### src/rtl/ahb_apb_pkg.sv
// Shared encodings for the AHB-lite to APB bridge: transfer types, responses
// and the bridge FSM states.
package ahb_apb_pkg;

  typedef enum logic [1:0] {
    HTRANS_IDLE   = 2'b00,
    HTRANS_BUSY   = 2'b01,
    HTRANS_NONSEQ = 2'b10,
    HTRANS_SEQ    = 2'b11
  } htrans_e;

  typedef enum logic [1:0] {
    HRESP_OKAY  = 2'b00,
    HRESP_ERROR = 2'b01
  } hresp_e;

  typedef enum logic [2:0] {
    ST_IDLE,
    ST_LATCH,
    ST_SETUP,
    ST_ACCESS,
    ST_DONE,
    ST_ERR1,
    ST_ERR2
  } state_e;

  // NONSEQ and SEQ are the only transfer types that move data.
  function automatic logic htrans_active(input logic [1:0] t);
    return (t == HTRANS_NONSEQ) || (t == HTRANS_SEQ);
  endfunction

endpackage

### src/rtl/apb_addr_decoder.sv
// Maps an AHB address onto a one-hot APB slave select; addresses below the
// window base or past the last slave region raise the miss flag.
module apb_addr_decoder
  import ahb_apb_pkg::*;
#(
  parameter int unsigned       ADDR_W      = 32,
  parameter int unsigned       NUM_SLV     = 3,
  parameter logic [ADDR_W-1:0] BASE_ADDR   = ADDR_W'(32'h8000_0000),
  parameter int unsigned       REGION_BITS = 10
) (
  input  logic [ADDR_W-1:0]  addr,
  output logic [NUM_SLV-1:0] sel,
  output logic               miss
);

  logic [ADDR_W-1:0] off;
  logic [ADDR_W-1:0] idx;

  always_comb begin
    sel  = '0;
    off  = addr - BASE_ADDR;
    idx  = off >> REGION_BITS;
    miss = (addr < BASE_ADDR) || (idx >= ADDR_W'(NUM_SLV));
    for (int unsigned i = 0; i < NUM_SLV; i++) begin
      sel[i] = !miss && (idx == ADDR_W'(i));
    end
  end

endmodule

### src/rtl/ahb_apb_bridge_mslv.sv
// AHB-lite to APB bridge for NUM_SLV slaves: one transfer at a time, with
// Pready wait states, slave/decode error responses and a wait-state timeout.
module ahb_apb_bridge_mslv
  import ahb_apb_pkg::*;
#(
  parameter int unsigned       ADDR_W      = 32,
  parameter int unsigned       DATA_W      = 32,
  parameter int unsigned       NUM_SLV     = 3,
  parameter logic [ADDR_W-1:0] BASE_ADDR   = ADDR_W'(32'h8000_0000),
  parameter int unsigned       REGION_BITS = 10,
  parameter int unsigned       MAX_WAIT    = 16
) (
  input  logic               Hclk,
  input  logic               Hreset,
  input  logic [1:0]         Htrans,
  input  logic               Hwrite,
  input  logic               Hreadyin,
  input  logic [ADDR_W-1:0]  Haddr,
  input  logic [DATA_W-1:0]  Hwdata,
  output logic               Hreadyout,
  output logic [1:0]         Hresp,
  output logic [DATA_W-1:0]  Hrdata,
  output logic [NUM_SLV-1:0] Pselx,
  output logic               Penable,
  output logic               Pwrite,
  output logic [ADDR_W-1:0]  Paddr,
  output logic [DATA_W-1:0]  Pwdata,
  input  logic [DATA_W-1:0]  Prdata,
  input  logic               Pready,
  input  logic               Pslverr
);

  localparam int unsigned CW = $clog2(MAX_WAIT + 1);

  state_e             state, state_n;
  logic [CW-1:0]      cnt, cnt_n;
  logic [ADDR_W-1:0]  addr_q;
  logic               write_q;
  logic [NUM_SLV-1:0] sel_q;
  logic               miss_q;
  logic [NUM_SLV-1:0] dec_sel;
  logic               dec_miss;
  logic               valid;

  apb_addr_decoder #(
    .ADDR_W      (ADDR_W),
    .NUM_SLV     (NUM_SLV),
    .BASE_ADDR   (BASE_ADDR),
    .REGION_BITS (REGION_BITS)
  ) u_dec (
    .addr (Haddr),
    .sel  (dec_sel),
    .miss (dec_miss)
  );

  always_comb begin
    valid   = htrans_active(Htrans) && Hreadyin && Hreadyout;
    state_n = state;
    cnt_n   = '0;
    case (state)
      ST_IDLE, ST_DONE: state_n = valid ? ST_LATCH : ST_IDLE;
      ST_LATCH:         state_n = miss_q ? ST_ERR1 : ST_SETUP;
      ST_SETUP:         state_n = ST_ACCESS;
      ST_ACCESS: begin
        if (Pready) begin
          state_n = Pslverr ? ST_ERR1 : ST_DONE;
        end else if (cnt == CW'(MAX_WAIT - 1)) begin
          state_n = ST_ERR1;
        end else begin
          cnt_n = cnt + CW'(1);
        end
      end
      ST_ERR1:          state_n = ST_ERR2;
      ST_ERR2:          state_n = ST_IDLE;
      default:          state_n = ST_IDLE;
    endcase
  end

  // Every output is registered from the next state so it lines up with the
  // state it belongs to rather than lagging by a cycle.
  always_ff @(posedge Hclk) begin
    if (Hreset) begin
      state     <= ST_IDLE;
      cnt       <= '0;
      Hreadyout <= 1'b1;
      Hresp     <= HRESP_OKAY;
      Hrdata    <= '0;
      Pselx     <= '0;
      Penable   <= 1'b0;
      Pwrite    <= 1'b0;
      Paddr     <= '0;
      Pwdata    <= '0;
      addr_q    <= '0;
      write_q   <= 1'b0;
      sel_q     <= '0;
      miss_q    <= 1'b0;
    end else begin
      state     <= state_n;
      cnt       <= cnt_n;
      Hreadyout <= (state_n == ST_IDLE) || (state_n == ST_DONE) || (state_n == ST_ERR2);
      Hresp     <= ((state_n == ST_ERR1) || (state_n == ST_ERR2)) ? HRESP_ERROR : HRESP_OKAY;
      Penable   <= (state_n == ST_ACCESS);
      Pselx     <= ((state_n == ST_SETUP) || (state_n == ST_ACCESS)) ? sel_q : '0;
      if (((state == ST_IDLE) || (state == ST_DONE)) && valid) begin
        addr_q  <= Haddr;
        write_q <= Hwrite;
        sel_q   <= dec_sel;
        miss_q  <= dec_miss;
      end
      if ((state == ST_LATCH) && !miss_q) begin
        Paddr  <= addr_q;
        Pwrite <= write_q;
        Pwdata <= Hwdata;
      end
      if ((state == ST_ACCESS) && Pready && !Pslverr && !Pwrite) begin
        Hrdata <= Prdata;
      end
    end
  end

endmodule

### config.mk
export PLATFORM = sky130hd
export DESIGN_NAME = ahb_apb_bridge_mslv
export DESIGN_NICKNAME = d
export VERILOG_FILES = /design/src/rtl/ahb_apb_pkg.sv /design/src/rtl/apb_addr_decoder.sv /design/src/rtl/ahb_apb_bridge_mslv.sv
export SDC_FILE = /design/constraint.sdc
export NUM_CORES = 1
export LEC_CHECK = 0
export CORE_ASPECT_RATIO = 0.8
export CORE_MARGIN = 4
export CORE_UTILIZATION = 46
export DETAILED_ROUTE_END_ITERATION = 16
export GPL_TIMING_DRIVEN = 0
export PLACE_DENSITY = 0.84
export SKIP_LAST_GASP = 1
export SLEW_MARGIN = 10
export SYNTH_ARGS = -nofsm -noshare
export SYNTH_HDL_FRONTEND = slang
export SYNTH_SLANG_ARGS = --single-unit
### constraint.sdc
create_clock -name Hclk -period 3.9 [get_ports Hclk]
set_input_delay 1.17 -clock Hclk [delete_from_list [all_inputs] [get_ports Hclk]]
set_output_delay 1.17 -clock Hclk [all_outputs]
set_load 0.02 [all_outputs]
==> results.cfg <==
[global_routing]
grt_max_degree = 17
use_met2_pct = 40.7
use_met1_pct = 29.3
grt_pass1_vias = 5157
overflow = 0
grt_pass1_wl_um = 25100
track_usage_pct = 24.2
gr-max-usage-layer = met2
grt_use_met3_pct = 6.21
antenna_found_initial = 0

[yosys]
synth_cell_type_count = 36
syn_avg_cell_area_um2 = 8.03
synth_warnings = 0
syn_area_mm2 = 0.00521
yosys-top-cells-area = dfxtp_1, nand2_1, a21oi_1, buf_2, clkbuf_1
synth_top_area_cell = dfxtp_1
syn-num-nets = 755
postSynthCellCount = 649
ys_seq_area_share_pct = 56.9
synth_top_cell_area_share_pct = 56.9
ys_ff_latch = 148

[finish]
fillers = 828
multi_input_area_mm2 = 0.00201
final_area_mm2 = 0.00804
fin_nets = 979
area_growth_syn_to_layout_pct = 54.3
instances_no_fill = 1029
layout-drive-gt1-share_pct = 6.21
diodes = 0
seq_area_mm2 = 0.00296

[floorplanning]
initial_core_util_pct = 47.5
die_width_um = 127
io-pin-count = 208
die_h_um = 103
die_area_mm2 = 0.0131
core_area_mm2 = 0.0110
rows = 34

[routing]
routed_wl_um = 15900
viasPerCell = 5.10
wire_per_inst_um = 15.5
ant_nets = 0
drt-initial-drc-count = 278
drt-pass1-iter-count = 5
num_vias = 5248
drc_errors = 0

[critical_path]
slowest_stage = clkbuf_1
critPathArrivalTime_ns = 3.03
endpoint_kind = flop
required_ns = 4.16
critPathTopFamily = buffers and inverters
crit_chain = clkdlybuf4s50_1, buf_2, clkbuf_1, clkbuf_1, a21oi_1
critPathBufInv = 4
start_kind = input pin
crit_type = input pin to flop
crit_fanout = 10
slowest_delay_ns = 0.52
crit_top_cell = clkbuf_1

[placed_design]
placedInstanceArea_mm2 = 0.00744
dp_hpwl_um = 11800
io_buffers = 205
dpl.cell_count = 998
gp_congestion = 0.889

[timing]
period_minus_slack_ns = 2.76
hold_viol_final = 0
worst_slew_pin_slew_ns = 0.658
max_slew_margin_pct = 56.2
maxSlewViolCount = 0
finalSetupTns_ns = 0
fin_crit_sh_pct = 70.9
grt_setup_unrepaired = no
fin_skew_ns = 0.00586
finalSetupViolations = 0
clock.fmax_mhz = 362
fin_hold_ws_ns = 0.449

[pwr]
swShare_pct = 23.9
p_per_area_mw_per_mm2 = 460
peakVddDrop_mv = 0.289
p_int_mw = 2.81
clock_power_share_pct = 43.7
total_power_mw = 3.69
combPwrFrac_pct = 12.7
p_leak_nw = 2.82
p_switching_uw = 884
seqPwrFrac_pct = 43.6

[run_status]
status = completed

[flow_run]
cap_viol_max_count = 0

[clock_network]
cts_setup_buffers = 0
numCtsBuffers = 17
hold_buffers = 0
htreeDepth = 4
cts_tree = built
clk_pin_slew_ns = 0.06
clockRootBuffer = clkbuf_16
cts.sinks = 148
clk_path_buf_depth = 2
clock_latency_ns = 0.41
cts-resized-gates = 0

[worst_hold_path]
hold_path_class = flop to flop
==> cells in the final DEF, fill, tap and decap left out, types with 6 or more instances in the layout <==
cell               n
nand2_1          263
clkdlybuf4s50_1  205
dfxtp_1          148
a21oi_1          132
buf_2             18
clkbuf_1          17
clkbuf_16         17
nor2_1             9
and2_1             7
buf_1              6
==> final timing paths <==
check | start | endpoint | slack [ns] | cells past startpoint
setup / recovery | Hreset | Paddr[25] | 1.14 | 5
hold / removal | addr_q[14] | Paddr[14] | 0.45 | 2
setup reg to reg | cnt[0] | Pselx[1] | 1.92 | 7
hold reg to reg | addr_q[14] | Paddr[14] | 0.45 | 2
==> worst register-to-register path, delay by kind of cell, from the launching register on <==
family / cells / cell delay (ns)
fa+ha+maj: 2 / 0.42
compound gates: 2 / 0.40
simple gates: 3 / 0.77
flops: 1 / 0.33
==> cell usage after synthesis <==
| cell | n |
|---|---|
| a21boi_1 | 1 |
| buf_6 | 3 |
| o21ai_0 | 2 |
| nand3b_1 | 1 |
| nor2b_1 | 2 |
| or3_1 | 1 |
| a2bb2oi_1 | 1 |
| nor4_1 | 4 |
| o21ai_1 | 1 |
| nor3_2 | 1 |
| dfxtp_1 | 148 |
| a22oi_1 | 2 |
| nor3_1 | 4 |
| conb_1 | 1 |
| buf_2 | 18 |
| buf_1 | 6 |
| buf_4 | 1 |
| nor4b_1 | 1 |
| nand2b_1 | 1 |
| nand3_1 | 3 |
| and2_1 | 7 |
| xor2_1 | 1 |
| and4_1 | 1 |
| and3_1 | 2 |
| ha_1 | 2 |
| nor2b_2 | 1 |
| a221oi_1 | 1 |
| nand4_1 | 1 |
| inv_1 | 5 |
| nand2_1 | 263 |
| a32o_1 | 3 |
| nor2_1 | 9 |
| o22ai_1 | 1 |
| xnor2_1 | 1 |
| a21oi_1 | 132 |
| clkbuf_1 | 17 |
==> cells by family (layout without fill, tap and decap cells) <==
logic type | after synthesis | in the layout | synth area share [%]
adders and majority gates | 2 | 2 | 0.480
xor gates and xnor gates | 2 | 2 | 0.336
AOI/OAI and AO/OA | 144 | 144 | 14.4
and+or+nand+nor | 302 | 302 | 23.3
buffers and inverters | 50 | 286 | 4.54
DFF | 148 | 148 | 56.9
other | 1 | 1 | 0.0720
==> cell type report <==
class                      count  share of cell area, %
sequential                   148                   36.9
timing repair buffer         205                   25.5
multi-input combinational    451                   25.0
clock buffer                  22                   6.15
buffer                        45                   2.71
tap                          144                   2.24
clock inverter                 9                   1.26
inverter                       5                  0.233
==> per-stage QoR <==
| stage | utilization [%] | setup WS (ns) |
|---|---|---|
| 6_report | 73.2 | 1.14 |
| 5_1_grt | 73.2 | 1.02 |
| 4_1_cts | 73.2 | 1.20 |
| 3_5_place_dp | 67.8 | 0.769 |
| 3_3_place_gp | 67.8 | 0.821 |
| 2_1_floorplan | - | 1.71 |
==> flip-flops by register name, indices dropped and copies added, names as in the netlist, 3 cells and up <==
signal / flops
Hrdata: 32
Paddr: 32
Pwdata: 32
addr_q: 32
cnt: 5
Pselx: 3
sel_q: 3
state: 3
==> layer usage <==
layer,part of all wire (%),wire (um)
met2,47,7460
met4,3.3,522
met3,9.0,1430
met5,0,0
met1,41,6490
==> power groups by stage <==
stage                     registers [mW]  logic (mW)  clock network, mW
after CTS                           1.61       0.470               1.64
after global routing                1.62       0.511               1.71
after detailed placement            1.64       0.466                  0
after floorplan                     1.68       0.184                  0
final                               1.61       0.469               1.61
after global placement              1.64       0.454                  0
No activity file was read; power rests on OpenSTA's default activity.
==> RTL change 1 (same settings) <==
`NUM_SLV` is set to 3 in 2 places; all go to 6.
--- a/src/rtl/apb_addr_decoder.sv
+++ b/src/rtl/apb_addr_decoder.sv
@@ -4,7 +4,7 @@
   import ahb_apb_pkg::*;
 #(
   parameter int unsigned       ADDR_W      = 32,
-  parameter int unsigned       NUM_SLV     = 3,
+  parameter int unsigned       NUM_SLV     = 6,
   parameter logic [ADDR_W-1:0] BASE_ADDR   = ADDR_W'(32'h8000_0000),
   parameter int unsigned       REGION_BITS = 10
 ) (
--- a/src/rtl/ahb_apb_bridge_mslv.sv
+++ b/src/rtl/ahb_apb_bridge_mslv.sv
@@ -5,7 +5,7 @@
 #(
   parameter int unsigned       ADDR_W      = 32,
   parameter int unsigned       DATA_W      = 32,
-  parameter int unsigned       NUM_SLV     = 3,
+  parameter int unsigned       NUM_SLV     = 6,
   parameter logic [ADDR_W-1:0] BASE_ADDR   = ADDR_W'(32'h8000_0000),
   parameter int unsigned       REGION_BITS = 10,
   parameter int unsigned       MAX_WAIT    = 16
Ports: changed (resized Pselx); port bits go from 208 to 211. No check against the original RTL was run, so the function may have changed too.
==> RTL change 1 against the original RTL <==
- sequential cell count up 6
- critical path type unchanged
- combinational power up 3%
- highest routed layer unchanged
- largest cell class unchanged
- routed wire length up 2.7%
- synthesized area up 4.1%
- sequential share of layout area up 0.11 points
- maximum frequency down 3.9%
- power up 7.2%
- die area up 3.8%
- core utilization down 0.84 points
- design area up 3.7%
- worst setup slack worse by 0.11 ns
==> RTL change 1: results (changes against the original RTL) <==
[routing]
dr_wl_met3_mm=1.095  ; was 1.429 mm
m1WireLength_mm=7.103  ; was 6.491 mm
num_vias=5299  ; was 5248
drtIter0Drc=386  ; was 278
met2_wirelength_mm=7.902  ; was 7.459 mm
wl_per_cell_um=15.41  ; was 15.45 µm

[cts]
post_cts_buffers=0  ; unchanged
cts.htree.levels=4  ; unchanged

[setup_path]
reg2reg_slack_ns=1.76  ; was 1.92 ns
worst_ep_arrival_time_ns=3.15  ; was 3.03 ns
critPathLaunch=Hreset  ; unchanged

[synth]
yosysSeqAreaShare_pct=56.85  ; was 56.87%
synthArstFlopShare_pct=0  ; unchanged
syn_nets=779  ; was 755
syn_inst=673  ; was 649
yosys-top-cells-count=nand2_1 (269), dfxtp_1 (154), a21oi_1 (133), clkbuf_1 (26), buf_2 (19)  ; was nand2_1 (263), dfxtp_1 (148), a21oi_1 (132), buf_2 (18), clkbuf_1 (17)
yosysUniqueCellTypes=37  ; was 36
synthTopCellsByArea=dfxtp_1 (57%), nand2_1 (19%), a21oi_1 (12%)  ; was dfxtp_1 (57%), nand2_1 (19%), a21oi_1 (13%)

[sta]
finClkSkew_ns=0.006923  ; was 0.005863 ns
fin_crit_ns=2.875  ; was 2.763 ns
fin_hold_ws_ns=0.4486  ; was 0.4493 ns
worstMarginPinSlew_ns=0.7464  ; was 0.6576 ns

[power_and_ir_drop]
p_leak_nw=2.913  ; was 2.816 nW
switchingPower_uw=935.9  ; was 884.2 µW
ir_worst_vdd_mv=0.3183  ; was 0.2887 mV

[global_route]
grt_use_met3_pct=6.490  ; was 6.211%
use_met2_pct=39.16  ; was 40.69%
use_met1_pct=30.69  ; was 29.34%
grt_pass1_vias=5078  ; was 5157
grt_pass1_wl_mm=25.56  ; was 25.09 mm
grt_usage_pct=23.69  ; was 24.16%

[place]
dp_hpwl_mm=11.80  ; was 11.81 mm
post_dp_cell_area_um2=7690  ; was 7442 µm²
placed_cells=1029  ; was 998
gp_congestion=0.8316  ; was 0.8891
io_buffers=208  ; was 205

[final_layout]
num_antenna_cells=0  ; unchanged
fin_cells=1060  ; was 1029
drive_above_1_share_pct=5.811  ; was 6.215%

[min_path]
min-delay-start=addr_q[10]$_SDFFE_PP0P_  ; was addr_q[14]$_SDFFE_PP0N_

[floorplanning]
dieArea_um2=13600  ; was 13100 µm²

[outcome]
run_status=completed  ; unchanged

RTL change 1: cell count changes in the layout (fill, tap and decap cells not counted), sizes merged, moves of 3 or more:
| cell | before | now |
|---|---|---|
| dfxtp | 148 | 154 |
| buf | 28 | 21 |
| o31ai | 0 | 4 |
| bufinv | 2 | 5 |
| nand2 | 263 | 269 |
| clkbuf | 39 | 45 |
| clkdlybuf4s50 | 205 | 208 |
RTL change 1: final cells by class:
type | count | area, µm²
buffer | 47 | 203.9
clock buffer | 19 | 452.9
clock inverter | 12 | 195.2
fill | 880 | 3179
inverter | 5 | 18.77
multi-input combinational | 467 | 2117
sequential | 154 | 3083
tap | 148 | 185.2
timing repair buffer | 208 | 2082
RTL change 1: cells by family after synthesis:
kind of cell	Yosys count	share of synthesized area (%)
xor gates and xnor gates	2	0.3231
and+or+nand+nor	312	23.53
other	1	0.06915
buffers and inverters	52	4.107
adders and majority gates	2	0.4614
DFF	154	56.85
AOI/OAI and AO/OA	150	14.65
RTL change 1: power groups by stage:
stage	combinational [mW]	clock, mW	sequential, mW
final	0.482	1.80	1.68
after global routing	0.524	1.89	1.68
after CTS	0.484	1.81	1.68
after detailed placement	0.477	0	1.71
after global placement	0.471	0	1.71
after floorplan	0.191	0	1.74
RTL change 1: final timing paths:
check | cells after the start | endpoint
worst max register to register | 7 | Penable$_SDFF_PP0_
worst min-delay path | 2 | Paddr[10]$_SDFFE_PP0P_
worst max-delay path | 5 | Paddr[25]$_SDFFE_PP0P_
worst min register to register | 2 | Paddr[10]$_SDFFE_PP0P_
RTL change 1: worst reg2reg max path, stage by stage (launching register included):
cell      delay, ns
dfxtp_1        0.32
ha_1           0.21
and3_1         0.15
ha_1           0.19
o21ai_0        0.23
a22oi_1        0.12
nor3_1         0.60
a21boi_0       0.24
==> RTL change 2 (config.mk and constraints unchanged) <==
Made on the original files. The 7 states of `state_e` get a one-hot encoding in 7 bits.
--- a/src/rtl/ahb_apb_pkg.sv
+++ b/src/rtl/ahb_apb_pkg.sv
@@ -14,14 +14,14 @@
     HRESP_ERROR = 2'b01
   } hresp_e;
 
-  typedef enum logic [2:0] {
-    ST_IDLE,
-    ST_LATCH,
-    ST_SETUP,
-    ST_ACCESS,
-    ST_DONE,
-    ST_ERR1,
-    ST_ERR2
+  typedef enum logic [6:0] {
+    ST_IDLE   = 7'b0000001,
+    ST_LATCH  = 7'b0000010,
+    ST_SETUP  = 7'b0000100,
+    ST_ACCESS = 7'b0001000,
+    ST_DONE   = 7'b0010000,
+    ST_ERR1   = 7'b0100000,
+    ST_ERR2   = 7'b1000000
   } state_e;
 
   // NONSEQ and SEQ are the only transfer types that move data.
Check against the original RTL: same outputs for any inputs over 10 cycles, from zero or initial values and one cycle with Hreset high; not proved beyond that.
==> RTL change 2 against the original RTL <==
- synthesized cell count increased by 4.3%
- sequential cell count increased by 4
- design area increased by 4.4%
- routed wire length increased by 8.5%
- critical endpoint is now Paddr[27]$_SDFFE_PP0P_
- power increased by 1.6%
- register-to-register slack got worse by 0.32 ns
- worst setup slack got worse by 0.22 ns
- critical path type unchanged
- synthesized area increased by 4.9%
- largest cell class unchanged
==> RTL change 2: results (changes against the original RTL) <==
[synth]
synth_xor_area_share_pct=0.6409  ; was 0.3362%
synth_compound_area_share_pct=14.17  ; was 14.43%
yosysUniqueCellTypes=40  ; was 36
yosys-top-cells-count=nand2_1 (261), dfxtp_1 (152), a21oi_1 (135), buf_2 (24), clkbuf_1 (22)  ; was nand2_1 (263), dfxtp_1 (148), a21oi_1 (132), buf_2 (18), clkbuf_1 (17)
synthAdderAreaFrac_pct=0.4578  ; was 0.4803%
syn_nets=783  ; was 755
ys_warn_count=0  ; unchanged
synthTopCellsByArea=dfxtp_1 (56%), nand2_1 (18%), a21oi_1 (12%)  ; was dfxtp_1 (57%), nand2_1 (19%), a21oi_1 (13%)
synth.mux.area_fraction_pct=0  ; unchanged
yosysSeqAreaShare_pct=55.66  ; was 56.87%

[place]
dp_hpwl_mm=12.38  ; was 11.81 mm
gp_congestion=0.8705  ; was 0.8891
post_dp_cell_area_um2=7704  ; was 7442 µm²

[routing]
avgViaCountPerCell=5.097  ; was 5.100
dr_wl_met3_mm=1.526  ; was 1.429 mm
met2_wirelength_mm=8.308  ; was 7.459 mm
wl_per_cell_um=16.24  ; was 15.45 µm
drtIter0Drc=393  ; was 278
m1WireLength_mm=7.084  ; was 6.491 mm

[cts]
clk_latency_ns=0.41  ; about the same
cts.htree.levels=4  ; unchanged

[sta]
finClkSkew_ns=0.01181  ; was 0.005863 ns
maxSlewHeadroom_pct=51.53  ; was 56.16%
fin_hold_ws_ns=0.4458  ; was 0.4493 ns

[power_and_ir_drop]
p_clk_share_pct=50.5  ; was 43.7%
ir_worst_vdd_mv=0.3176  ; was 0.2887 mV
internal_power_mw=2.975  ; was 2.809 mW
p_leak_nw=2.881  ; was 2.816 nW
p_per_area_nw_per_um2=447.0  ; was 459.5 nW/µm²
pwr-share-comb_pct=7.0  ; was 12.7%

[setup_path]
worst_ep_arrival_time_ns=3.24  ; was 3.03 ns
reg2regPathDepth=6  ; was 7
r2r-end=Hrdata[8]$_SDFFE_PP0P_  ; was Pselx[1]$_SDFF_PP0_
reg2reg_slack_ns=1.60  ; was 1.92 ns
slowest_delay_ns=0.54  ; was 0.52 ns
crit_family=buffers and inverters  ; unchanged
r2r-start=state[2]$_SDFF_PP0_  ; was cnt[0]$_SDFF_PP0_

[global_route]
grt_pass1_vias=5158  ; was 5157
grt_use_met3_pct=7.143  ; was 6.211%
use_met1_pct=30.57  ; was 29.34%
grt_pass1_wl_mm=26.55  ; was 25.09 mm
grt_usage_pct=24.73  ; was 24.16%
use_met2_pct=41.61  ; was 40.69%

[final_layout]
drive_above_1_share_pct=6.893  ; was 6.215%
nets=1007  ; was 979
utilization_pct=72.59  ; was 73.23%
num-fill-cells=889  ; was 828

[min_path]
hold_depth=1  ; was 2
min-delay-start=cnt[0]$_SDFF_PP0_  ; was addr_q[14]$_SDFFE_PP0N_
holdPathEnd=cnt[0]$_SDFF_PP0_  ; was Paddr[14]$_SDFFE_PP0P_

[outcome]
run_status=completed  ; unchanged

-- RTL change 2: worst max-delay path by stage --
stage	startpoint	to	slack, ns
after floorplan	Haddr[12]	miss_q$_SDFFE_PP0N_	1.62
after global placement	Hreset	Hrdata[3]$_SDFFE_PP0P_	0.44
after detailed placement	Hreset	Paddr[25]$_SDFFE_PP0P_	0.45
after CTS	Hreset	Paddr[25]$_SDFFE_PP0P_	0.92
after global routing	Hreset	Paddr[29]$_SDFFE_PP0P_	0.75
final	Hreset	Paddr[27]$_SDFFE_PP0P_	0.92
-- RTL change 2: cell type report --
cell class	count	area share [%]
sequential	152	36.26
multi-input combinational	472	26.02
timing repair buffer	205	24.45
clock buffer	22	5.651
buffer	48	2.639
clock inverter	10	2.550
tap	148	2.207
inverter	5	0.2236
-- RTL change 2: per-stage QoR --
stage	worst slack (ns)	instances
after floorplan	1.619	677
after global placement	0.4417	1030
after detailed placement	0.4532	1030
after CTS	0.9187	1062
after global routing	0.7522	1062
final	0.9217	1062
